**config.mk**
```make
export PLATFORM = sky130hd
export DESIGN_NAME = seq_detect_param
export DESIGN_NICKNAME = d
export VERILOG_FILES = /design/src/rtl/seq_det_pkg.sv /design/src/rtl/seq_det_window.sv /design/src/rtl/seq_detect_param.sv
export SDC_FILE = /design/constraint.sdc
export NUM_CORES = 1
export LEC_CHECK = 0
export CAP_MARGIN = 25
export CORE_MARGIN = 1.5
export CORE_UTILIZATION = 55
export CTS_CLUSTER_SIZE = 16
export DETAILED_ROUTE_END_ITERATION = 8
export DONT_BUFFER_PORTS = 1
export PLACE_DENSITY = 0.7
export SLEW_MARGIN = 40
export SYNTH_ARGS = -nofsm -noshare
export SYNTH_HDL_FRONTEND = slang
export SYNTH_SLANG_ARGS = --single-unit
export TNS_END_PERCENT = 100
```
**constraint.sdc**
```tcl
create_clock -name clk -period 2.24 [get_ports clk]
set_input_delay 0.336 -clock clk [delete_from_list [all_inputs] [get_ports clk]]
set_output_delay 0.336 -clock clk [all_outputs]
set_load 0.02 [all_outputs]
```
**src/rtl/seq_det_pkg.sv**
```systemverilog
// rtl/seq_det_pkg.sv - shared mode constants and default sizes for the sequence detector
package seq_det_pkg;

  localparam logic SEQ_MODE_FRAMED  = 1'b0;
  localparam logic SEQ_MODE_SLIDING = 1'b1;

  localparam int SEQ_DEFAULT_WIDTH = 6;
  localparam int SEQ_DEFAULT_CNT_W = 16;

endpackage

```
**src/rtl/seq_det_window.sv**
```systemverilog
// rtl/seq_det_window.sv - serial shift window with saturating fill count
module seq_det_window #(
  parameter int WIDTH = 6
) (
  input  logic             clk,
  input  logic             rst,
  input  logic             clear,
  input  logic             shift,
  input  logic             data,
  output logic [WIDTH-1:0] window_next,
  output logic             full_next
);

  localparam int FILL_W = $clog2(WIDTH + 1);

  logic [WIDTH-1:0]  sr;
  logic [FILL_W-1:0] fill;

  // Oldest bit sits at sr[0]; the incoming bit enters at the top.
  assign window_next = {data, sr[WIDTH-1:1]};
  assign full_next   = (fill >= FILL_W'(WIDTH - 1));

  always_ff @(posedge clk or posedge rst) begin
    if (rst) begin
      sr   <= '0;
      fill <= '0;
    end else if (clear) begin
      sr   <= '0;
      fill <= '0;
    end else if (shift) begin
      sr <= window_next;
      if (fill != FILL_W'(WIDTH))
        fill <= fill + FILL_W'(1);
    end
  end

endmodule

```
**src/rtl/seq_detect_param.sv**
```systemverilog
// rtl/seq_detect_param.sv - framed/sliding serial pattern detector with saturating match count
// Optional per-bit don't-care mask enabled by defining SEQ_DET_MASK_EN.
module seq_detect_param
  import seq_det_pkg::*;
#(
  parameter int WIDTH = SEQ_DEFAULT_WIDTH,
  parameter int CNT_W = SEQ_DEFAULT_CNT_W
) (
  input  logic             clk,
  input  logic             rst,
  input  logic             clear,
  input  logic             in_valid,
  input  logic             in_data,
  input  logic             mode,
  input  logic [WIDTH-1:0] cfg_pattern,
`ifdef SEQ_DET_MASK_EN
  input  logic [WIDTH-1:0] cfg_mask,
`endif
  output logic             match,
  output logic             not_match,
  output logic [CNT_W-1:0] match_cnt
);

  localparam int POS_W = (WIDTH > 2) ? $clog2(WIDTH) : 1;

  logic [WIDTH-1:0] window_next;
  logic             full_next;
  logic [WIDTH-1:0] diff;
  logic [POS_W-1:0] pos;
  logic             frame_end;
  logic             eval;
  logic             hit;
  logic             miss;

  seq_det_window #(.WIDTH(WIDTH)) u_window (
    .clk         (clk),
    .rst         (rst),
    .clear       (clear),
    .shift       (in_valid),
    .data        (in_data),
    .window_next (window_next),
    .full_next   (full_next)
  );

`ifdef SEQ_DET_MASK_EN
  assign diff = (window_next ^ cfg_pattern) & ~cfg_mask;
`else
  assign diff = window_next ^ cfg_pattern;
`endif

  assign frame_end = (pos == POS_W'(WIDTH - 1));
  // clear discards a coincident bit, so it also suppresses evaluation.
  assign eval = in_valid && !clear &&
                ((mode == SEQ_MODE_SLIDING) ? full_next : frame_end);
  assign hit  = eval && (diff == '0);
  assign miss = eval && (diff != '0) && (mode == SEQ_MODE_FRAMED);

  always_ff @(posedge clk or posedge rst) begin
    if (rst) begin
      pos       <= '0;
      match     <= 1'b0;
      not_match <= 1'b0;
      match_cnt <= '0;
    end else if (clear) begin
      pos       <= '0;
      match     <= 1'b0;
      not_match <= 1'b0;
      match_cnt <= '0;
    end else begin
      match     <= hit;
      not_match <= miss;
      if (hit && (match_cnt != '1))
        match_cnt <= match_cnt + CNT_W'(1);
      if (in_valid && (mode == SEQ_MODE_FRAMED))
        pos <= frame_end ? '0 : pos + POS_W'(1);
    end
  end

endmodule
```
* Yosys cells after proc, flatten, opt, wreduce, memory -nomap -nowiden
Cells that the tools add are included.
Widths: inputs -> output; s select.
** Storage, ports and cells
- Output and inout bits :: 18
- Register bits after elaboration :: 30
** Operators by class
- Reduce and logical (&&, ||, !) cells :: 15
- Order comparisons :: 1
- Add/sub/neg operators :: 3
- Muxes and demuxes :: 13
- Equality and inequality tests :: 3
- Bitwise logic cells :: 2
** Operators by type and width (count)
- $mux 16 :: 2
- $mux 3 :: 6
- $add 16x1->16 const B :: 1
- $ne 16x16->1 const B :: 1
- $mux 6 :: 2
- $reduce_bool 2->1 :: 4
- $logic_and 1x1->1 :: 7
- $add 3x1->3 const B :: 2
- $logic_not 6->1 :: 1
- $reduce_bool 6->1 :: 1
- $xor 6x6->6 :: 1
- $eq 3x3->1 const B :: 1
- $ge 3x3->1 const B :: 1
- $mux 1 :: 3
- $ne 3x3->1 const B :: 1
- $reduce_and 2->1 :: 1
- $logic_not 1->1 :: 1
- $not 1->1 :: 1

* Depth between registers and ports, before layout
Gate-level depths: netlist of run 1.
- Word-level depth :: 7
- Mapped depth :: 7
- Mapped depth without buffers :: 7

* Modules after synthesis
A second synthesis of run 1 with hierarchy kept.
** Second synthesis, totals
- Cell total of the unflattened synthesis :: 173
- Area total of the unflattened synthesis :: 1657.8 um2
** By module, submodules not included
- seq_detect_param :: cells an instance 135, times used 1, area each 1219.9 um2, sequential area each 525.5 um2
- seq_det_window :: cells an instance 38, times used 1, area each 437.9 um2, sequential area each 200.2 um2

* Least setup slack after synthesis of run 1
No wires, ideal clock.
- Kind :: flip-flop to flip-flop
- Start :: reg match_cnt[0]
- End :: reg match_cnt[5]
- Period minus slack after synthesis :: 2075 ps
- Slack :: 165 ps
- Path buffers :: 1
- Arrival time :: 1951 ps
- Cell stages (with the launch flop) :: 8
- Library setup time :: 125 ps
- Cell sequence :: dfrtp_1 ha_1 nand2_1 or4_1 clkbuf_1 nor2_1 nor4_1 mux2_2
** Between the ends
- Longest elaborated chain between the ends :: 3
- Elaborated cells between the ends (all ways) :: 6
- Those cells by class :: add/sub: 1; eq/ne: 1; mux: 2; reduce/logical: 2
** Ends and longest elaborated chain
- start: declaration :: RTL line seq_detect_param.sv:21 : output logic [CNT_W-1:0] match_cnt
- start signal: assignment :: RTL line seq_detect_param.sv:73 : match_cnt <= match_cnt + CNT_W'(1);
- $add 16x1->16 / $ne 16x16->1 (equally long branches) :: RTL line seq_detect_param.sv:73, seq_detect_param.sv:72
- $mux 16 / $logic_and 1x1->1 (equally long branches) :: RTL line seq_detect_param.sv:72 : if (hit && (match_cnt != '1))
- $mux 16 / $reduce_bool 2->1 (equally long branches)
Parallel ways exist; a longest one is shown, timed or not. The select of a mux whose other input is x is not followed.
A chain may end at the register's enable or synchronous reset.

* Worst setup path after layout of run 1
- Start :: reg match_cnt[1]
- End :: reg match_cnt[8]
The elaborated chain is that of the path after synthesis.

==> results of run 1 <==
==> cell families after synthesis <==
logic type	Yosys count
simple gates	64
mux	7
compound gates	40
flops	29
buf+inv	13
xor+xnor	8
fa+ha+maj	4
==> how the worst max path moves through the flow <==
stage                  from            to  depth (start not counted)
2_1_floorplan  match_cnt[0]  match_cnt[5]                          7
3_3_place_gp           mode  match_cnt[5]                          5
3_5_place_dp           mode  match_cnt[2]                          6
4_1_cts              pos[0]  match_cnt[5]                          5
5_1_grt        match_cnt[1]  match_cnt[8]                          6
6_report       match_cnt[1]  match_cnt[8]                          6
==> placed cells by master (no fill, tap or decap), types with 2 or more instances in the layout <==
cell,n
nand2_1,9
and4b_1,2
o31ai_1,5
nand4_1,2
ha_1,4
buf_4,21
o21ai_0,10
xnor2_1,8
or3_1,7
inv_1,6
nor2b_1,2
dfrtp_1,29
clkbuf_4,5
a21oi_1,16
nand3_1,3
o2111ai_1,2
or4_1,6
nor2_1,18
mux2i_1,6
nor3_1,5
==> final cells by class <==
| type | instances | area (µm²) | area share [%] |
|---|---|---|---|
| multi-input cells | 124 | 820 | 44.8 |
| flip-flops and latches | 29 | 726 | 39.7 |
| repair buffers | 22 | 168 | 9.17 |
| clock buffers | 7 | 55.1 | 3.01 |
| well taps | 31 | 38.8 | 2.12 |
| inverters | 6 | 22.5 | 1.23 |
==> state kept, by name, indices dropped and copies added (netlist names) <==
register       count
match              1
not_match          1
pos                3
match_cnt         16
u_window.fill      3
u_window.sr        5
==> routing by layer <==
| metal | routed length [µm] | global-route usage, % | up-vias | part of all wire [%] |
|---|---|---|---|---|
| met5 | 0 | 0 | - | 0 |
| met4 | 68 | 11.2 | 0 | 2.0 |
| met3 | 191 | 8.29 | 7 | 5.7 |
| met2 | 1570 | 35.8 | 32 | 47 |
| met1 | 1520 | 26.2 | 638 | 45 |
| li1 | - | - | 649 | - |
==> report_power, final <==
part	switching, µW	internal (µW)
registers	9.41	531
logic	28.2	27.9
clock network	173	148
total	210	707
==> critical path: stages, from the launching register on <==
cell	delay [ps]
dfrtp_1	410
ha_1	200
nand2_1	120
or4_1	590
or2_2	360
a311oi_1	270
a41o_1	120
==> stage by stage <==
stage	cells	total power, µW
3_5_place_dp	209	605
2_1_floorplan	165	599
5_1_grt	219	959
6_report	219	917
4_1_cts	217	938
3_3_place_gp	209	602
==> what timing repair did <==
action / in CTS / in global routing
hold endpoints to repair: 6 / 0
gates cloned: 0 / 1
setup buffers: 0 / 1
hold buffers: 1 / 0
pin swaps: 0 / 1
resized for setup: 1 / 4
endpoints found under the setup margin: 4 / 9
==> summary.txt, run 1 <==
Post-Synthesis Net Count -> 181
Most frequent cell after synthesis -> dfrtp_1
Residual DRC -> 0
Element type at the critical path end -> flip-flop
CP Class -> flip-flop to flip-flop
HP Start -> clear
Share of the synthesized area in the top cell type -> 46.3%
CTS clk-pin slew, worst paths -> 80 ps
RR Startpoint -> match_cnt[1]
Sequential fraction of the synthesis area -> 46.3%
Row cnt -> 19
Distinct cells, synth -> 36
Mux cell area share after synthesis -> 4.55%
Total clock sinks -> 29
Post-layout util -> 66.9%
Core Area -> 2730 µm²
Final-stage net count -> 204
Adder-cell area share of the yosys netlist -> 3.19%
RSZ-0062 raised after global routing -> no
Final setup TNS -> 0 ps
Cell Area, Synth -> 1570 µm²
Routability cong. -> 0.822
Mean Syn Cell Area -> 9.49 µm²
Filler instances -> 228
Total Wirelength -> 3350 µm
Avg Vias per Cell -> 6.05
Vias -> 1326
Crit path DAT -> 2400 ps
Area leader, netlist -> dfrtp_1
Post-route worst setup slack -> 110 ps
CP max FO -> 9
Initial antenna violation count -> 0
Slew @ Worst Pin -> 424 ps
Pin count of the biggest net entering global routing -> 32
Ant. Diodes -> 0
Max-slew violation count -> 0
Crit path required time -> 2510 ps
H-tree Lvls -> 2
Area Overhead vs Synth -> 16.8%
Leak -> 0.000790 µW
CTS root buf -> clkbuf_4
Grt total ovfl -> 0
Ys flop type -> dfrtp_1
ANT nets after route -> 0
Cells after Synth -> 165
Post-placement setup slack -> -26.6 ps
Starting Density -> 57.3%
Top post-synthesis cells by count -> dfrtp_1 (29), nor2_1 (19), a21oi_1 (16)
Number of DRC markers in iteration 0 -> 50
CTS buffer count -> 5
XOR/XNOR Fraction of Synth Area -> 4.47%
Worst R2R Path Depth -> 6
HP Class -> primary input to flip-flop
Port bufs -> 0
Post-synth EDFFs -> 0
Post-DP Area -> 1730 µm²
Final Critical Period -> 2130 ps
Longest Clk Path Bufs -> 2
Vias in the first global route -> 1257
Final Skew -> 2.48 ps
Drt first pass iters -> 4
Clock Latency Late Sink -> 330 ps
Fmax -> 470 MHz
R2R Setup Slk -> 110 ps
Post-route cell area -> 1830 µm²
Peak supply drop -> 0.000374 V
Fraction of final layout cells with drive strength greater than 1 -> 18.6%
Post-synthesis compound-gate area fraction -> 15.5%
Post-DP HPWL -> 2310 µm
Total global-route track usage -> 22.3%
Largest family of logic cells by synthesized area -> simple AND/OR/NAND/NOR gates
# Max-Cap Violations -> 0
Period utilization -> 95.1%
Area contributors post-synth -> dfrtp_1 (46%), a21oi_1 (5.1%), nor2_1 (4.6%), xnor2_1 (4.5%), mux2i_1 (3.8%)
Hold Path End -> match_cnt[11]
YS warnings -> 0
Wire per inst -> 15.3 µm
Pwr Density -> 501 nW/µm²
CTS tree -> done
DIE WIDTH -> 56.4 µm
R2r endpoint -> match_cnt[8]
Final Hold Vio Count -> 0
Status -> finished clean
Worst hold slack -> 62.2 ps
Asr flop ratio synth -> 100%
Hold path depth -> 1
Die height -> 56.4 µm
First-pass GRT wire length -> 5390 µm
Crit start category -> flip-flop
Seq cells post-synth -> 29
Setup Viol. Count Final -> 0
Relative slew slack -> 71.5%
Num ports -> 30
Synth Area in Simple Gates -> 22.7%
Die ar. -> 3180 µm²
No activity file was read; power rests on OpenSTA's default activity.
==> run 2: changes to the inputs <==
clock period = 2.65 ns   (was 2.24 ns; I/O delays follow)
==> run 2 against run 1 <==
Against the previous run: global-route usage down 1.2 points; core utilization fell by 4.7 points; hold slack worse by 50 ps; flip-flop and latch count did not move; cell count decreased by 8.7%.
==> summary.txt, run 2 (synthesis gave the netlist of run 1 again) <==
Longest Clk Path Bufs -> 2
Worst hold slack -> 12.3 ps
Largest register FFs -> 16
Biggest register -> match_cnt
Filler instances -> 238
Crit start category -> flip-flop
Crit path required time -> 2920 ps
Top flop regs -> match_cnt (16), u_window.sr (5)
# Max-Cap Violations -> 0
Vias -> 1241
Commonest non-fill, non-tap cell in the layout -> dfrtp_1
Final-stage net count -> 184
CTS tree -> done
Avg Vias per Cell -> 6.21
CP max FO -> 9
Fmax -> 430 MHz
Leak -> 0.000713 µW
Crit-path cells -> nand3_1 > or4_1 > or2_2 > a311oi_1 > a41o_1
Relative slew slack -> 65.6%
Period utilization -> 87.8%
Routability cong. -> 0.812
HP Class -> primary input to async pin
Post-cts gate resize count -> 0
P_sw -> 192 µW
Max-slew violation count -> 0
Row cnt -> 19
Post-route worst setup slack -> 323 ps
Slowest Stage Delay on Critical Path -> 710 ps
Reg power frac -> 48.0%
Total Wirelength -> 3070 µm
CTS buffer count -> 5
Area Overhead vs Synth -> 8.63%
Core Area -> 2730 µm²
First-pass GRT wire length -> 5170 µm
Crit path DAT -> 2600 ps
Sw Ratio -> 20.2%
Slew @ Worst Pin -> 516 ps
Final Critical Period -> 2330 ps
Initial antenna violation count -> 0
Ant. Diodes -> 0
Grt total ovfl -> 0
CP Class -> flip-flop to flip-flop
Peak supply drop -> 0.000583 V
CTS clk-pin slew, worst paths -> 110 ps
Combinational power share -> 4.3%
Hold_buf cts -> 0
Post-DP HPWL -> 2060 µm
Dpl cells -> 192
Setup Viol. Count Final -> 0
Pwr Density -> 560 nW/µm²
H-tree Lvls -> 2
Clock Latency Late Sink -> 330 ps
Num ports -> 30
Starting Density -> 57.3%
Port bufs -> 0
Critical Path Slowest Stage Cell -> or4_1
Element type at the critical path end -> flip-flop
Pin count of the biggest net entering global routing -> 32
Fraction of final layout cells with drive strength greater than 1 -> 8.28%
Wire per inst -> 15.4 µm
Die ar. -> 3180 µm²
Residual DRC -> 0
Vias in the first global route -> 1154
Post-placement setup slack -> 296 ps
Drt first pass iters -> 4
Die height -> 56.4 µm
RSZ-0062 raised after global routing -> no
CTS root buf -> clkbuf_4
Total global-route track usage -> 21.1%
Layout Cells excl Fill -> 200
Status -> finished clean
Final Hold Vio Count -> 0
Final Skew -> 16.0 ps
ANT nets after route -> 0
Number of DRC markers in iteration 0 -> 33
Commonest non-fill, non-tap cells in the layout -> dfrtp_1 (29), nor2_1 (19), a21oi_1 (16), o21ai_0 (10), nand2_1 (9)
DIE WIDTH -> 56.4 µm
Post-CTS setup buffers -> 0
Total clock sinks -> 29
Clock power share -> 47.7%
Pint -> 761 µW
Final setup TNS -> 0 ps
## run 2: power by group through the flow
stage	sequential, µW	combinational [µW]	clock (µW)
after floorplan	465	41.7	0
after global placement	465	40.2	0
after detailed placement	466	41.6	0
after CTS	458	42.3	463
after global routing	459	47.8	481
final	458	41.0	455
## run 2: path summary, 6_finish.rpt
kind,start,end,slack [ps],cells after the start
worst max-delay path,match_cnt[3],match_cnt[8],320,5
worst max register to register,match_cnt[3],match_cnt[8],320,5
worst min register to register,u_window.sr[1],u_window.sr[1],570,2
min in group clk,clear,u_window.sr[4],110,1
worst min-delay path,rst,match_cnt[13],10,2
max in group asynchronous,rst,match_cnt[14],2350,2
## run 2: through the flow
step	area [µm²]	util, %	power, µW
3_5_place_dp	1600	58.5	508
4_1_cts	1700	62.2	963
2_1_floorplan	1570	-	506
5_1_grt	1700	62.2	988
3_3_place_gp	1600	58.5	506
6_report	1700	62.2	953
## run 2: critical path, delay by kind of cell (launching register included)
kind	cells	cell delay [ps]
AO/OA/AOI/OAI	2	390
flip-flops	1	560
AND/OR/NAND/NOR	3	1310
## run 2: per-layer routing
layer	wire, µm	track usage, %
met1	1420	27.3
met3	190	8.29
met2	1440	32.3
met5	0	0
met4	16	7.14
## run 2: final cells by class
cell class                 count  area, µm²  share of cell area (%)
sequential                    29        726                    42.6
timing repair buffer           3       22.5                    1.32
inverter                       6       22.5                    1.32
tap                           31       38.8                    2.28
clock inverter                 3       65.1                    3.82
clock buffer                   5       37.5                    2.21
multi-input combinational    123        790                    46.4
==> run 3: changes to the inputs <==
SETUP_SLACK_MARGIN = 0.15   (was unset)
SYNTH_HIERARCHICAL = 1   (was unset)
==> run 3 against run 2 <==
Against the previous run: the flow now finishes with violations (design-rule violations); hold slack gained 93 ps; final area grew 3.7%; area after synthesis grew 5.8%; sequential share of layout area shrank 1.5 points; die area grew 5.5%; sequential power is essentially flat; clock skew shrank 2.2 ps; clock power shrank 32%; synthesized cell count grew 4.8%; flip-flop and latch count is the same; power shrank 14%; combinational power grew 22%; critical path type unchanged; highest routed layer unchanged.
==> summary.txt, run 3 <==
Status -> finished with violations
Failing checks -> design-rule violations
Filler instances -> 244
Seq cells post-synth -> 29
Relative slew slack -> 59.4%
Ant. Diodes -> 0
Most frequent cell after synthesis -> dfrtp_1
ANT nets after route -> 0
Peak supply drop -> 0.000307 V
Pin count of the biggest net entering global routing -> 33
Core Area -> 2810 µm²
Critical Path Slowest Stage Cell -> or4_1
Sequential fraction of the synthesis area -> 43.8%
Period utilization -> 89.8%
Slew @ Worst Pin -> 604 ps
Post-DP HPWL -> 2430 µm
Crit-path cells -> ha_1 > o21a_1 > nand2_1 > a211o_1 > or4_4 > or4_1 > a21oi_1
Longest Clk Path Bufs -> 2
Total Wirelength -> 3370 µm
Die height -> 57.9 µm
Avg Vias per Cell -> 6.35
Residual DRC -> 4
First-pass GRT wire length -> 5530 µm
Biggest register -> match_cnt
Pwr Density -> 462 nW/µm²
CP max FO -> 13
Area leader, netlist -> dfrtp_1
Final setup TNS -> 0 ps
YS warnings -> 6
Vias in the first global route -> 1203
DIE WIDTH -> 57.9 µm
CTS tree -> done
Final Skew -> 13.8 ps
Routability cong. -> 0.788
CTS root buf -> clkbuf_4
Row cnt -> 19
Starting Density -> 59.1%
Top flop regs -> match_cnt (16), u_window/sr (5)
Crit start category -> flip-flop
Top post-synthesis cells by count -> dfrtp_1 (29), a21oi_1 (17), nand2_1 (14)
Commonest non-fill, non-tap cells in the layout -> dfrtp_1 (29), a21oi_1 (16), nand2_1 (14), nor2_1 (11), o21ai_0 (10)
CP Class -> flip-flop to flip-flop
CTS buffer count -> 5
Largest register FFs -> 16
Max-slew violation count -> 0
RSZ-0062 raised after global routing -> yes
Commonest non-fill, non-tap cell in the layout -> dfrtp_1
Clock Latency Late Sink -> 340 ps
Crit path DAT -> 2650 ps
HP Class -> primary input to flip-flop
Setup Viol. Count Final -> 0
Crit path required time -> 2920 ps
Number of DRC markers in iteration 0 -> 105
Mean Syn Cell Area -> 9.58 µm²
Wire per inst -> 16.1 µm
Num ports -> 30
Bufs and invs on worst path -> 0
Area contributors post-synth -> dfrtp_1 (44%), a21oi_1 (5.1%), xnor2_1 (3.7%), nand2_1 (3.2%), ha_1 (3.0%)
Distinct cells, synth -> 41
Post-Synthesis Net Count -> 189
Element type at the critical path end -> flip-flop
Slowest Stage Delay on Critical Path -> 520 ps
Total clock sinks -> 29
# Max-Cap Violations -> 0
Grt total ovfl -> 0
Worst path top cell family by delay -> simple AND/OR/NAND/NOR gates
Drt first pass iters -> 8
H-tree Lvls -> 2
Total global-route track usage -> 22.0%
Asr flop ratio synth -> 100%
Final-stage net count -> 193
Post-synth EDFFs -> 0
Final Hold Vio Count -> 0
Vias -> 1327
Dpl cells -> 198
Port bufs -> 0
Cell Area, Synth -> 1660 µm²
Initial antenna violation count -> 0
Fraction of final layout cells with drive strength greater than 1 -> 12.4%
Fmax -> 420 MHz
Area occupied by multi-input gates -> 861 µm²
Die ar. -> 3350 µm²
Layout Cells excl Fill -> 209
Area Overhead vs Synth -> 6.41%
Leak -> 0.000739 µW
Sequential cell area -> 726 µm²
Ys flop type -> dfrtp_1
Final Critical Period -> 2380 ps
Share of the synthesized area in the top cell type -> 43.8%
CTS clk-pin slew, worst paths -> 100 ps
Cells after Synth -> 173
-- run 3: where the power goes --
group | total [µW] | leakage, µW | switching, µW | internal, µW
logic | 50.2 | 0.000296 | 24.8 | 25.4
clock network | 309 | 0.0000413 | 155 | 153
registers | 457 | 0.000402 | 8.05 | 449
-- run 3: layer usage --
metal / share of wire [%] / GRT usage, % / vias to the layer above
li1: - / - / 646
met1: 46 / 29.5 / 646
met2: 47 / 33.3 / 30
met3: 6.6 / 8.26 / 5
met4: 1.0 / 6.98 / 0
met5: 0 / 0 / -
-- run 3: cells by family (layout without fill, tap and decap cells) --
family	after synthesis	in the layout	synth area share, %
compound gates	38	38	14.1
xor+xnor	7	7	3.70
fa+ha+maj	4	4	3.02
buf+inv	15	20	4.53
flops	29	29	43.8
mux	8	8	5.51
simple gates	72	72	25.4
-- run 3: worst reg2reg max path: stages, from the launching register on --
cell	delay [ps]
dfrtp_1	460
ha_1	180
o21a_1	100
nand2_1	50
a211o_1	340
or4_4	510
or4_1	520
a21oi_1	160
-- run 3: through the flow --
step	setup slack (ps)	util (%)	instance area [µm²]	hold slack [ps]	power, µW
floorplan	364	-	1660	213	513
global placement	358	59.3	1660	250	509
detailed placement	277	59.3	1660	253	512
CTS	246	62.1	1740	96.3	825
global route	135	62.9	1760	88.4	849
finish	269	62.9	1760	105	816
-- run 3: timing repair --
item,CTS,global route
hold endpoints to repair,8,21
resized for setup,0,1
setup buffers,0,1
hold buffers,1,1
endpoints found under the setup margin,0,5
-- run 3: worst paths after layout --
path | start | to | slack (ps) | cells after the start
setup / recovery | u_window/fill[0] | match_cnt[5] | 270 | 7
hold / removal | clear | match_cnt[8] | 110 | 1
setup reg to reg | u_window/fill[0] | match_cnt[5] | 270 | 7
hold reg to reg | u_window/sr[5] | u_window/sr[5] | 580 | 2
max in group asynchronous | rst | match_cnt[13] | 1810 | 2
min in group asynchronous | rst | u_window/fill[1] | 440 | 2
-- run 3: area by class of cell --
type | instances | area share, %
Timing Repair Buffer | 5 | 2.41
Inverter | 7 | 1.49
Clock buffer | 7 | 3.69
Multi-Input combinational cell | 129 | 48.8
Clock inverter | 1 | 0.284
Tap cell | 31 | 2.20
Sequential cell | 29 | 41.1
